[config.mk]
export PLATFORM = sky130hd
export DESIGN_NAME = ysyx_23060061_ifu
export DESIGN_NICKNAME = d
export VERILOG_FILES = /design/src/rtl/ysyx_23060061_pkg.sv /design/src/rtl/ysyx_23060061_ifu.sv
export SDC_FILE = /design/constraint.sdc
export NUM_CORES = 1
export LEC_CHECK = 0
export ABC_AREA = 1
export CAP_MARGIN = 20
export CORE_UTILIZATION = 47
export CTS_CLUSTER_SIZE = 30
export DETAILED_ROUTE_END_ITERATION = 12
export PLACE_DENSITY = 0.85
export SLEW_MARGIN = 15
export SYNTH_ARGS = -nofsm -noshare
export SYNTH_HDL_FRONTEND = slang
export SYNTH_SLANG_ARGS = --single-unit
[constraint.sdc]
create_clock -name clk -period 2.5 [get_ports clk]
set_input_delay 0.5 -clock clk [delete_from_list [all_inputs] [get_ports clk]]
set_output_delay 0.5 -clock clk [all_outputs]
set_load 0.005 [all_outputs]
[src/rtl/ysyx_23060061_pkg.sv]
// Shared definitions for the ysyx_23060061 core: the IFU state encoding, the
// default boot address and the AXI response code used to detect fetch errors.
package ysyx_23060061_pkg;

    // IFU fetch states; at most one read is outstanding at any time
    typedef enum logic [1:0] {
        ST_REQ       = 2'd0,
        ST_WAIT_DATA = 2'd1,
        ST_OUT       = 2'd2,
        ST_WAIT_PC   = 2'd3
    } ifu_state_e;

    localparam logic [31:0] RESET_PC_DEFAULT = 32'h8000_0000;
    localparam logic [1:0]  RESP_OKAY        = 2'b00;

    // A fetch address that is not word aligned cannot be issued on the bus
    function automatic logic pc_misaligned(input logic [31:0] pc);
        return (pc[1:0] != 2'b00);
    endfunction

endpackage

[src/rtl/ysyx_23060061_ifu.sv]
// Instruction fetch unit: issues one AXI-Lite read per instruction, hands the
// result to decode, then waits for writeback to supply the next PC.
// Every handshake output comes straight from a flop so no input reaches an
// output combinationally.
module ysyx_23060061_ifu
    import ysyx_23060061_pkg::*;
#(
    parameter logic [31:0] RESET_PC = RESET_PC_DEFAULT
) (
    input  logic        clk,
    input  logic        rst,
    output logic [31:0] araddr,
    output logic        arvalid,
    input  logic        arready,
    input  logic [31:0] rdata,
    input  logic [1:0]  rresp,
    input  logic        rvalid,
    output logic        rready,
    output logic [31:0] inst,
    output logic [31:0] inst_pc,
    output logic        inst_err,
    output logic        inst_valid,
    input  logic        inst_ready,
    input  logic [31:0] npc,
    input  logic        npc_valid,
    output logic        npc_ready
);

    ifu_state_e  state_q, state_d;
    logic [31:0] pc_q, pc_d;
    logic        arvalid_q, arvalid_d;
    logic        rready_q, rready_d;
    logic        inst_valid_q, inst_valid_d;
    logic        npc_ready_q, npc_ready_d;
    logic [31:0] inst_q, inst_d;
    logic [31:0] inst_pc_q, inst_pc_d;
    logic        inst_err_q, inst_err_d;

    logic        ar_hs_s;
    logic        r_hs_s;
    logic        out_hs_s;
    logic        npc_hs_s;
    logic        npc_bad_s;

    // Handshakes are qualified by the registered valid/ready so inputs seen
    // outside their owning state have no effect.
    assign ar_hs_s   = arvalid_q && arready;
    assign r_hs_s    = rready_q && rvalid;
    assign out_hs_s  = inst_valid_q && inst_ready;
    assign npc_hs_s  = npc_ready_q && npc_valid;
    assign npc_bad_s = pc_misaligned(npc);

    // State and output registers with synchronous reset
    always_ff @(posedge clk) begin
        if (rst) begin
            state_q      <= ST_REQ;
            pc_q         <= RESET_PC;
            arvalid_q    <= 1'b0;
            rready_q     <= 1'b0;
            inst_valid_q <= 1'b0;
            npc_ready_q  <= 1'b0;
            inst_q       <= 32'h0000_0000;
            inst_pc_q    <= 32'h0000_0000;
            inst_err_q   <= 1'b0;
        end else begin
            state_q      <= state_d;
            pc_q         <= pc_d;
            arvalid_q    <= arvalid_d;
            rready_q     <= rready_d;
            inst_valid_q <= inst_valid_d;
            npc_ready_q  <= npc_ready_d;
            inst_q       <= inst_d;
            inst_pc_q    <= inst_pc_d;
            inst_err_q   <= inst_err_d;
        end
    end

    // Next-state selection driven by the four handshakes
    always_comb begin
        state_d = state_q;
        case (state_q)
            ST_REQ: begin
                if (ar_hs_s) begin
                    state_d = ST_WAIT_DATA;
                end else begin
                    state_d = ST_REQ;
                end
            end
            ST_WAIT_DATA: begin
                if (r_hs_s) begin
                    state_d = ST_OUT;
                end else begin
                    state_d = ST_WAIT_DATA;
                end
            end
            ST_OUT: begin
                if (out_hs_s) begin
                    state_d = ST_WAIT_PC;
                end else begin
                    state_d = ST_OUT;
                end
            end
            ST_WAIT_PC: begin
                if (npc_hs_s) begin
                    // A misaligned target never reaches the bus; it is
                    // reported to decode as a faulting fetch instead.
                    if (npc_bad_s) begin
                        state_d = ST_OUT;
                    end else begin
                        state_d = ST_REQ;
                    end
                end else begin
                    state_d = ST_WAIT_PC;
                end
            end
            default: begin
                state_d = ST_REQ;
            end
        endcase
    end

    // Datapath updates and flop-based handshake outputs derived from next state
    always_comb begin
        pc_d       = pc_q;
        inst_d     = inst_q;
        inst_pc_d  = inst_pc_q;
        inst_err_d = inst_err_q;

        case (state_q)
            ST_WAIT_DATA: begin
                if (r_hs_s) begin
                    inst_d     = rdata;
                    inst_pc_d  = pc_q;
                    inst_err_d = (rresp != RESP_OKAY);
                end else begin
                    inst_d     = inst_q;
                end
            end
            ST_WAIT_PC: begin
                if (npc_hs_s) begin
                    pc_d = npc;
                    if (npc_bad_s) begin
                        inst_d     = 32'h0000_0000;
                        inst_pc_d  = npc;
                        inst_err_d = 1'b1;
                    end else begin
                        inst_d     = inst_q;
                    end
                end else begin
                    pc_d = pc_q;
                end
            end
            default: begin
                pc_d = pc_q;
            end
        endcase

        // Registering these from the next state gives arvalid in the first
        // REQ cycle and inst_valid the cycle after the read-data handshake.
        arvalid_d    = (state_d == ST_REQ);
        rready_d     = (state_d == ST_WAIT_DATA);
        inst_valid_d = (state_d == ST_OUT);
        npc_ready_d  = (state_d == ST_WAIT_PC);
    end

    assign araddr     = pc_q;
    assign arvalid    = arvalid_q;
    assign rready     = rready_q;
    assign inst       = inst_q;
    assign inst_pc    = inst_pc_q;
    assign inst_err   = inst_err_q;
    assign inst_valid = inst_valid_q;
    assign npc_ready  = npc_ready_q;

endmodule
==> results of run 1 <==
-- registers in the layout, indices dropped and copies added, names as in the netlist --
name and cells:
inst_pc 32, state_q 2, inst_err 1, arvalid 1, rready 1, araddr 32, inst 32, npc_ready 1
inst_valid 1
-- how the worst max path moves through the flow --
| stage | from | to | slack, ns | cells after the start |
|---|---|---|---|---|
| final | npc_valid | inst[31]$_SDFFE_PP0P_ | 0.67 | 9 |
| after global routing | state_q[0]$_SDFF_PP0_ | araddr[14]$_SDFFE_PP0P_ | 0.58 | 7 |
| after CTS | npc_valid | inst[5]$_SDFFE_PP0P_ | 0.68 | 9 |
| after detailed placement | npc_valid | inst[5]$_SDFFE_PP0P_ | 0.30 | 9 |
| after global placement | npc[1] | inst[6]$_SDFFE_PP0P_ | 0.42 | 9 |
| after floorplan | npc[0] | inst[23]$_SDFFE_PP0P_ | 1.10 | 7 |
-- critical path, cell delays in order --
cell             delay [ns]
clkdlybuf4s50_1        0.50
nand2_1                0.14
nand2_1                0.11
nand2_2                0.07
nor2_4                 0.30
buf_12                 0.26
nand2_1                0.08
nand2_1                0.08
nor2_1                 0.04
-- cell families after synthesis --
| logic type | share of synthesized area, % |
|---|---|
| AO/OA/AOI/OAI | 6.16 |
| AND/OR/NAND/NOR | 38.9 |
| flip-flops | 46.1 |
| buffers and inverters | 8.82 |
-- layout make-up --
type                       instances  area [µm²]  area share (%)
inverter                          47         176            2.73
timing repair buffer             183        1850            28.7
sequential                       103        2060            31.9
clock buffer                      10         128            1.98
clock inverter                     5        58.8           0.911
tap                              129         161            2.50
multi-input combinational        500        2020            31.2
-- placed cells by master, fill, tap and decap left out, types with 2 or more instances in the layout --
cell type / synthesis / routed
a211oi_1: 7 / 7
a21oi_1: 25 / 25
buf_12: 0 / 4
buf_4: 1 / 7
clkbuf_8: 0 / 9
clkdlybuf4s50_1: 0 / 172
clkinvlp_4: 0 / 2
dfxtp_1: 103 / 103
inv_1: 45 / 45
inv_2: 2 / 2
nand2_1: 302 / 301
nand2_2: 1 / 2
nand3_1: 3 / 3
nor2_1: 137 / 137
nor3b_1: 6 / 6
o21ai_0: 9 / 9
o21bai_1: 6 / 6
-- per-stage QoR --
stage / area (µm²) / util, %
after detailed placement: 6270 / 67.9
after global routing: 6460 / 69.9
after CTS: 6460 / 69.9
final: 6460 / 69.9
after global placement: 6270 / 67.9
after floorplan: 4470 / -
-- power breakdown --
part           switching (mW)  internal, mW  total, mW
combinational           0.328         0.433      0.761
sequential             0.0613          1.76       1.82
clock                   0.552         0.460       1.01
total                   0.941          2.65       3.59
-- layer usage --
metal  GRT usage [%]  wire, µm
met5               0         0
met2            40.6      5940
met1            30.7      4990
met3            3.58       536
met4            11.0       364
==> impl_metrics.env, run 1 <==
export IMPL_outcome="completed"
export IMPL_skew_ns=0.0101
export IMPL_hold_ws_ns=0.482
export IMPL_wire_per_inst_um=12.1
export IMPL_ys_warn_count=0
export IMPL_syn_area_um2=4470
export IMPL_r2r_start="state_q[0]$_SDFF_PP0_"
export IMPL_clkLatencyLatePin_ns=0.36
export IMPL_hold_path_end="araddr[21]$_SDFFE_PP0P_"
export IMPL_grt_pass1_vias=4124
export IMPL_grt_util_all_layers_pct=24.1
export IMPL_yosysSeqAreaShare_pct=46.1
export IMPL_vias=4623
export IMPL_synth_commonest_cells="302 x nand2_1, 137 x nor2_1, 103 x dfxtp_1"
export IMPL_nNetsFinal=916
export IMPL_postSynthAreaPerCell_um2=6.47
export IMPL_tns_ns=0
export IMPL_layout_setup_ws_ns=0.672
export IMPL_post_synth_top_count_cell="nand2_1"
export IMPL_fillers=770
export IMPL_clkTransAtPathRegs_ns=0.10
export IMPL_grt_pass1_wl_um=19200
export IMPL_cts_root_buffer="clkbuf_8"
export IMPL_hold_class="reg2reg"
export IMPL_holdBufCountCts=0
export IMPL_ys_flop_type="dfxtp_1"
export IMPL_core_area_um2=9240
export IMPL_max_cap_violations=0
export IMPL_synth_distinct_cells=21
export IMPL_clock_fmax_mhz=547
export IMPL_dp_hpwl_um=8510
export IMPL_dieArea_um2=9900
export IMPL_cts_path_max_buffers=2
export IMPL_die_w_um=99.5
export IMPL_post_cts_buffers=0
export IMPL_drive_gt1_share_pct=3.66
export IMPL_worstSetupPathType="in2reg"
export IMPL_antenna_found_initial=0
export IMPL_async_flop_share_pct=0
export IMPL_synth_seq_cells=103
export IMPL_hold_viol=0
export IMPL_worstHoldPathCells=2
export IMPL_hp_start="araddr[21]$_SDFFE_PP0P_"
export IMPL_yosys_top_cells_area="dfxtp_1 46%, nand2_1 25%, nor2_1 12%, inv_1 3.8%, a21oi_1 2.8%"
export IMPL_dp_cells=962
export IMPL_critPathLaunchType="primary input"
export IMPL_synth_top_area_cell="dfxtp_1"
export IMPL_leakagePower_nw=2.68
export IMPL_cts_tree="done"
export IMPL_drt_vias_per_instance=4.73
export IMPL_numPortBuffers=172
export IMPL_first_pass_iters=4
export IMPL_r2r_cells=7
export IMPL_grt_overflow=0
export IMPL_syn_to_final_growth_pct=44.5
export IMPL_cts_buffers=9
export IMPL_tightest_slew_ns=0.738
export IMPL_drt_iter0_drc=201
export IMPL_synth_fp_nets=763
export IMPL_worstReg2RegEnd="araddr[23]$_SDFFE_PP0P_"
export IMPL_drcViolationCount=0
export IMPL_netlist_area_leader_share_pct=46.1
export IMPL_cts_resized=0
export IMPL_final_period_utilization_pct=73.1
export IMPL_io_pins=173
export IMPL_total_power_mw=3.59
export IMPL_postSynthCellCount=691
export IMPL_cp_max_fo=44
export IMPL_powerDensity_nw_per_um2=557
export IMPL_initial_core_util_pct=48.4
export IMPL_crit_arrival_ns=2.08
export IMPL_ant_nets=0
export IMPL_antennaDiodeCount=0
export IMPL_place_ws_ns=0.296
export IMPL_cts_sinks=103
export IMPL_gp_congestion=0.815
export IMPL_std_cell_rows=35
export IMPL_timing_final_crit_period_ns=1.83
export IMPL_rrSetupSlack_ns=0.72
export IMPL_synth_edf_count=0
export IMPL_critPathRequiredTime_ns=2.76
export IMPL_grt_max_degree=73
export IMPL_finalSetupViolCount=0
export IMPL_wl_um=11800
export IMPL_h_tree_depth=3
export IMPL_max_slew_margin_pct=50.8
export IMPL_vdd_drop_max_mv=0.369
export IMPL_end_kind="flip-flop"
export IMPL_drv_slew=0
export IMPL_die_h_um=99.5
export IMPL_rsz0062_at_grt="no"
export IMPL_final_cells=977
(Power assumes the default switching activity.)
==> run 2: changes to the inputs <==
--- a/config.mk
+++ b/config.mk
@@ -7,10 +7,10 @@
 export LEC_CHECK = 0
 export ABC_AREA = 1
 export CAP_MARGIN = 20
-export CORE_UTILIZATION = 47
+export CORE_UTILIZATION = 44
 export CTS_CLUSTER_SIZE = 30
 export DETAILED_ROUTE_END_ITERATION = 12
-export PLACE_DENSITY = 0.85
+export PLACE_DENSITY = 0.8
 export SLEW_MARGIN = 15
 export SYNTH_ARGS = -nofsm -noshare
 export SYNTH_HDL_FRONTEND = slang
==> constraint.sdc (replaced) <==
create_clock -name clk -period 1.78 [get_ports clk]
set_input_delay 0.356 -clock clk [delete_from_list [all_inputs] [get_ports clk]]
set_output_delay 0.356 -clock clk [all_outputs]
set_load 0.005 [all_outputs]
==> run 2 against run 1 <==
Utilization down 3.2 points. Largest power group unchanged. Sequential share of layout area is 0.44 points lower. Register-to-register slack got worse by 0.36 ns. Critical path depth shrank 8. Critical endpoint is now araddr[9].
==> impl_metrics.env, run 2 (synthesized netlist as in run 1, its figures left out) <==
export IMPL_vias=4572
export IMPL_antennaDiodeCount=0
export IMPL_crit_arrival_ns=1.26
export IMPL_cp_slowest_cell="clkdlybuf4s50_1"
export IMPL_max_cap_violations=0
export IMPL_cp_max_fo=3
export IMPL_drt_iter0_drc=182
export IMPL_utilization_pct=66.7
export IMPL_nNetsFinal=923
export IMPL_tightest_slew_ns=0.263
export IMPL_clkTransAtPathRegs_ns=0.09
export IMPL_io_pins=173
export IMPL_placed_area_um2=6370
export IMPL_rsz0062_at_grt="no"
export IMPL_initial_core_util_pct=45.5
export IMPL_numPortBuffers=172
export IMPL_cts_path_max_buffers=2
export IMPL_cts_tree="done"
export IMPL_skew_ns=0.0104
export IMPL_hold_viol=0
export IMPL_tns_ns=0
export IMPL_layout_commonest_cell="nand2_1"
export IMPL_crit_chain="clkdlybuf4s50_1"
export IMPL_worstSetupPathType="reg2out"
export IMPL_cts_sinks=103
export IMPL_h_tree_depth=3
export IMPL_grt_pass1_vias=4125
export IMPL_clock_fmax_mhz=618
export IMPL_layout_common_cells="301 x nand2_1, 172 x clkdlybuf4s50_1, 137 x nor2_1"
export IMPL_wire_per_inst_um=12.1
export IMPL_core_area_um2=9820
export IMPL_hold_class="reg2reg"
export IMPL_std_cell_rows=36
export IMPL_cts_root_buffer="clkbuf_8"
export IMPL_timing_final_crit_period_ns=1.62
export IMPL_vdd_drop_max_mv=0.469
export IMPL_cp_slowest_stage_delay_ns=0.55
export IMPL_critPathRequiredTime_ns=1.42
export IMPL_grt_pass1_wl_um=18600
export IMPL_max_slew_margin_pct=82.5
export IMPL_drive_gt1_share_pct=4.44
export IMPL_finalSetupViolCount=0
export IMPL_critPathLaunchType="flip-flop"
export IMPL_grt_util_all_layers_pct=22.1
export IMPL_total_power_mw=4.98
export IMPL_cp_top_family="buffers and inverters"
export IMPL_die_h_um=103
export IMPL_dieArea_um2=10600
export IMPL_fin_area_um2=6550
export IMPL_ant_nets=0
export IMPL_drt_vias_per_instance=4.62
export IMPL_post_cts_buffers=0
export IMPL_powerDensity_nw_per_um2=760
export IMPL_drv_slew=0
export IMPL_die_w_um=103
export IMPL_drcViolationCount=0
export IMPL_leakagePower_nw=2.72
export IMPL_grt_max_degree=57
export IMPL_gp_congestion=0.804
export IMPL_path_buf_inv=1
export IMPL_first_pass_iters=4
export IMPL_end_kind="output pin"
export IMPL_dp_hpwl_um=8590
export IMPL_final_period_utilization_pct=90.8
export IMPL_hold_ws_ns=0.483
export IMPL_cts_buffers=9
export IMPL_antenna_found_initial=0
export IMPL_syn_to_final_growth_pct=46.5
export IMPL_holdBufCountCts=0
export IMPL_outcome="completed"
export IMPL_wl_um=11900
export IMPL_cts_resized=0
export IMPL_clkLatencyLatePin_ns=0.35
export IMPL_grt_overflow=0
## run 2: power by group
group          internal (mW)  total [mW]  switching [mW]
Sequential              2.47        2.56          0.0833
Clock                  0.552        1.34           0.787
Combinational          0.613        1.08           0.468
Total                   3.64        4.98            1.34
## run 2: per-stage QoR
stage	worst slack (ns)	cells
finish	0.163	989
global route	0.107	989
CTS	0.144	989
detailed placement	-0.0751	973
global placement	-0.0123	973
floorplan	0.519	691
## run 2: worst min-delay path, delay by kind of cell, from the launching register on
family             cells  cell delay, ns
AOI/OAI and AO/OA      1            0.05
and+or+nand+nor        1            0.06
DFF                    1            0.33
## run 2: worst paths after layout
kind                                   to                    from  slack (ns)  depth (start not counted)
hold / removal     araddr[6]$_SDFFE_PP0P_  araddr[6]$_SDFFE_PP0P_        0.48                          2
hold reg to reg    araddr[6]$_SDFFE_PP0P_  araddr[6]$_SDFFE_PP0P_        0.48                          2
setup / recovery                araddr[9]  araddr[9]$_SDFFE_PP0P_        0.16                          1
setup reg to reg  inst_pc[2]$_SDFFE_PP0P_   state_q[0]$_SDFF_PP0_        0.36                          9
## run 2: area by class of cell
type / count / area, µm²
fillers: 908 / 3270
flip-flops and latches: 103 / 2060
multi-input cells: 500 / 2020
repair buffers: 190 / 1940
inverters: 47 / 176
well taps: 133 / 166
clock buffers: 12 / 145
clock inverters: 4 / 31.3
## run 2: layer usage
metal	vias up	share of wire, %	global-route usage, %
li1	2383	-	-
met1	2026	42	27.3
met2	135	49	38.1
met3	28	5.5	3.19
met4	0	3.0	10.2
met5	-	0	0
==> run 3: changes to the inputs <==
--- a/config.mk
+++ b/config.mk
@@ -11,6 +11,7 @@
 export CTS_CLUSTER_SIZE = 30
 export DETAILED_ROUTE_END_ITERATION = 12
 export PLACE_DENSITY = 0.8
+export RECOVER_POWER = 100
 export SLEW_MARGIN = 15
 export SYNTH_ARGS = -nofsm -noshare
 export SYNTH_HDL_FRONTEND = slang
==> run 3 against run 2 <==
Via count about the same. Worst hold slack got worse by 0.0050 ns. Register-to-register slack worse by 0.12 ns. Cell count is the same. Worst setup slack got worse by 0.057 ns. Highest routed layer unchanged. Largest power group unchanged. Die area is the same.
==> impl_metrics.env, run 3 (synthesized netlist as in run 1, its figures left out) <==
export IMPL_layout_common_cells="302 x nand2_1, 137 x nor2_1, 103 x dfxtp_1"
export IMPL_critPathLaunchType="flip-flop"
export IMPL_grt_max_degree=57
export IMPL_h_tree_depth=3
export IMPL_timing_final_crit_period_ns=1.67
export IMPL_clkLatencyLatePin_ns=0.35
export IMPL_grt_overflow=0
export IMPL_initial_core_util_pct=45.5
export IMPL_io_pins=173
export IMPL_max_cap_violations=0
export IMPL_cts_buffers=9
export IMPL_placed_area_um2=6370
export IMPL_numPortBuffers=172
export IMPL_final_period_utilization_pct=94.1
export IMPL_cp_max_fo=3
export IMPL_rsz0062_at_grt="no"
export IMPL_dieArea_um2=10600
export IMPL_grt_util_all_layers_pct=22.1
export IMPL_tns_ns=0
export IMPL_clock_fmax_mhz=597
export IMPL_die_w_um=103
export IMPL_gp_congestion=0.804
export IMPL_std_cell_rows=36
export IMPL_wire_per_inst_um=12.0
export IMPL_tightest_slew_ns=0.482
export IMPL_cts_root_buffer="clkbuf_8"
export IMPL_wl_um=11900
export IMPL_post_cts_buffers=0
export IMPL_finalSetupViolCount=0
export IMPL_die_h_um=103
export IMPL_first_pass_iters=6
export IMPL_drcViolationCount=0
export IMPL_cp_slowest_stage_delay_ns=0.60
export IMPL_cp_slowest_cell="dlygate4sd3_1"
export IMPL_hold_class="reg2reg"
export IMPL_nNetsFinal=923
export IMPL_holdBufCountCts=0
export IMPL_ant_nets=0
export IMPL_hold_ws_ns=0.478
export IMPL_drv_slew=0
export IMPL_cts_tree="done"
export IMPL_vias=4575
export IMPL_final_cells=989
export IMPL_critPathRequiredTime_ns=1.42
export IMPL_cts_resized=0
export IMPL_cts_sinks=103
export IMPL_leakagePower_nw=3.02
export IMPL_dp_hpwl_um=8590
export IMPL_vdd_drop_max_mv=0.466
export IMPL_dp_cells=973
export IMPL_cts_path_max_buffers=2
export IMPL_drt_vias_per_instance=4.63
export IMPL_crit_arrival_ns=1.32
export IMPL_grt_pass1_wl_um=18600
export IMPL_skew_ns=0.0116
export IMPL_path_buf_inv=1
export IMPL_antenna_found_initial=0
export IMPL_drt_iter0_drc=187
export IMPL_grt_pass1_vias=4125
export IMPL_layout_commonest_cell="nand2_1"
export IMPL_end_kind="output pin"
export IMPL_antennaDiodeCount=0
export IMPL_crit_chain="dlygate4sd3_1"
export IMPL_cp_top_family="buffers and inverters"
export IMPL_hold_viol=0
export IMPL_core_area_um2=9820
export IMPL_drive_gt1_share_pct=4.21
export IMPL_clkTransAtPathRegs_ns=0.10
export IMPL_worstSetupPathType="reg2out"
export IMPL_powerDensity_nw_per_um2=751
export IMPL_syn_to_final_growth_pct=45.9
export IMPL_fin_area_um2=6520
export IMPL_outcome="completed"
export IMPL_max_slew_margin_pct=67.9
export IMPL_total_power_mw=4.89
## run 3: cell count changes in the layout (fill, tap and decap cells not counted), sizes merged
cell / delta
clkdlybuf4s50: -99
clkbuf: +5
dlygate4sd3: +99
buf: -5
## run 3: path summary, 6_finish.rpt
kind | start | to | slack [ns] | depth (start not counted)
worst min-delay path | inst_err$_SDFFE_PP0P_ | inst_err$_SDFFE_PP0P_ | 0.48 | 2
worst min register to register | inst_err$_SDFFE_PP0P_ | inst_err$_SDFFE_PP0P_ | 0.48 | 2
worst max-delay path | araddr[8]$_SDFFE_PP0P_ | araddr[8] | 0.11 | 1
worst max register to register | state_q[0]$_SDFF_PP0_ | araddr[28]$_SDFFE_PP0P_ | 0.24 | 6
## run 3: area by class of cell
class | count | area (µm²)
multi-input cells | 500 | 2020
clock inverters | 4 | 31.3
repair buffers | 190 | 1920
well taps | 133 | 166
clock buffers | 12 | 145
inverters | 47 | 176
fillers | 914 | 3300
flip-flops and latches | 103 | 2060
## run 3: metrics by stage
stage	utilization, %	setup slack, ns
after floorplan	-	0.519
after global placement	64.9	-0.0123
after detailed placement	64.9	-0.0751
after CTS	66.7	0.144
after global routing	66.4	0.0557
final	66.4	0.106
## run 3: power by group
part           internal (mW)  switching (mW)  leakage [nW]
Clock                  0.552           0.786        0.0788
Combinational          0.543           0.466          2.10
Sequential              2.47          0.0757         0.838
## run 3: tightest hold or removal path, delay by kind of cell, from the launching register on
| family | cells | cell delay, ns |
|---|---|---|
| flops | 1 | 0.33 |
| simple gates | 2 | 0.12 |
## run 3: per-layer routing
metal | track usage, % | up-vias | wire [µm]
li1 | - | 2386 | -
met1 | 27.3 | 2047 | 5150
met2 | 38.1 | 114 | 5760
met3 | 3.19 | 28 | 579
met4 | 10.2 | 0 | 356
met5 | 0 | - | 0
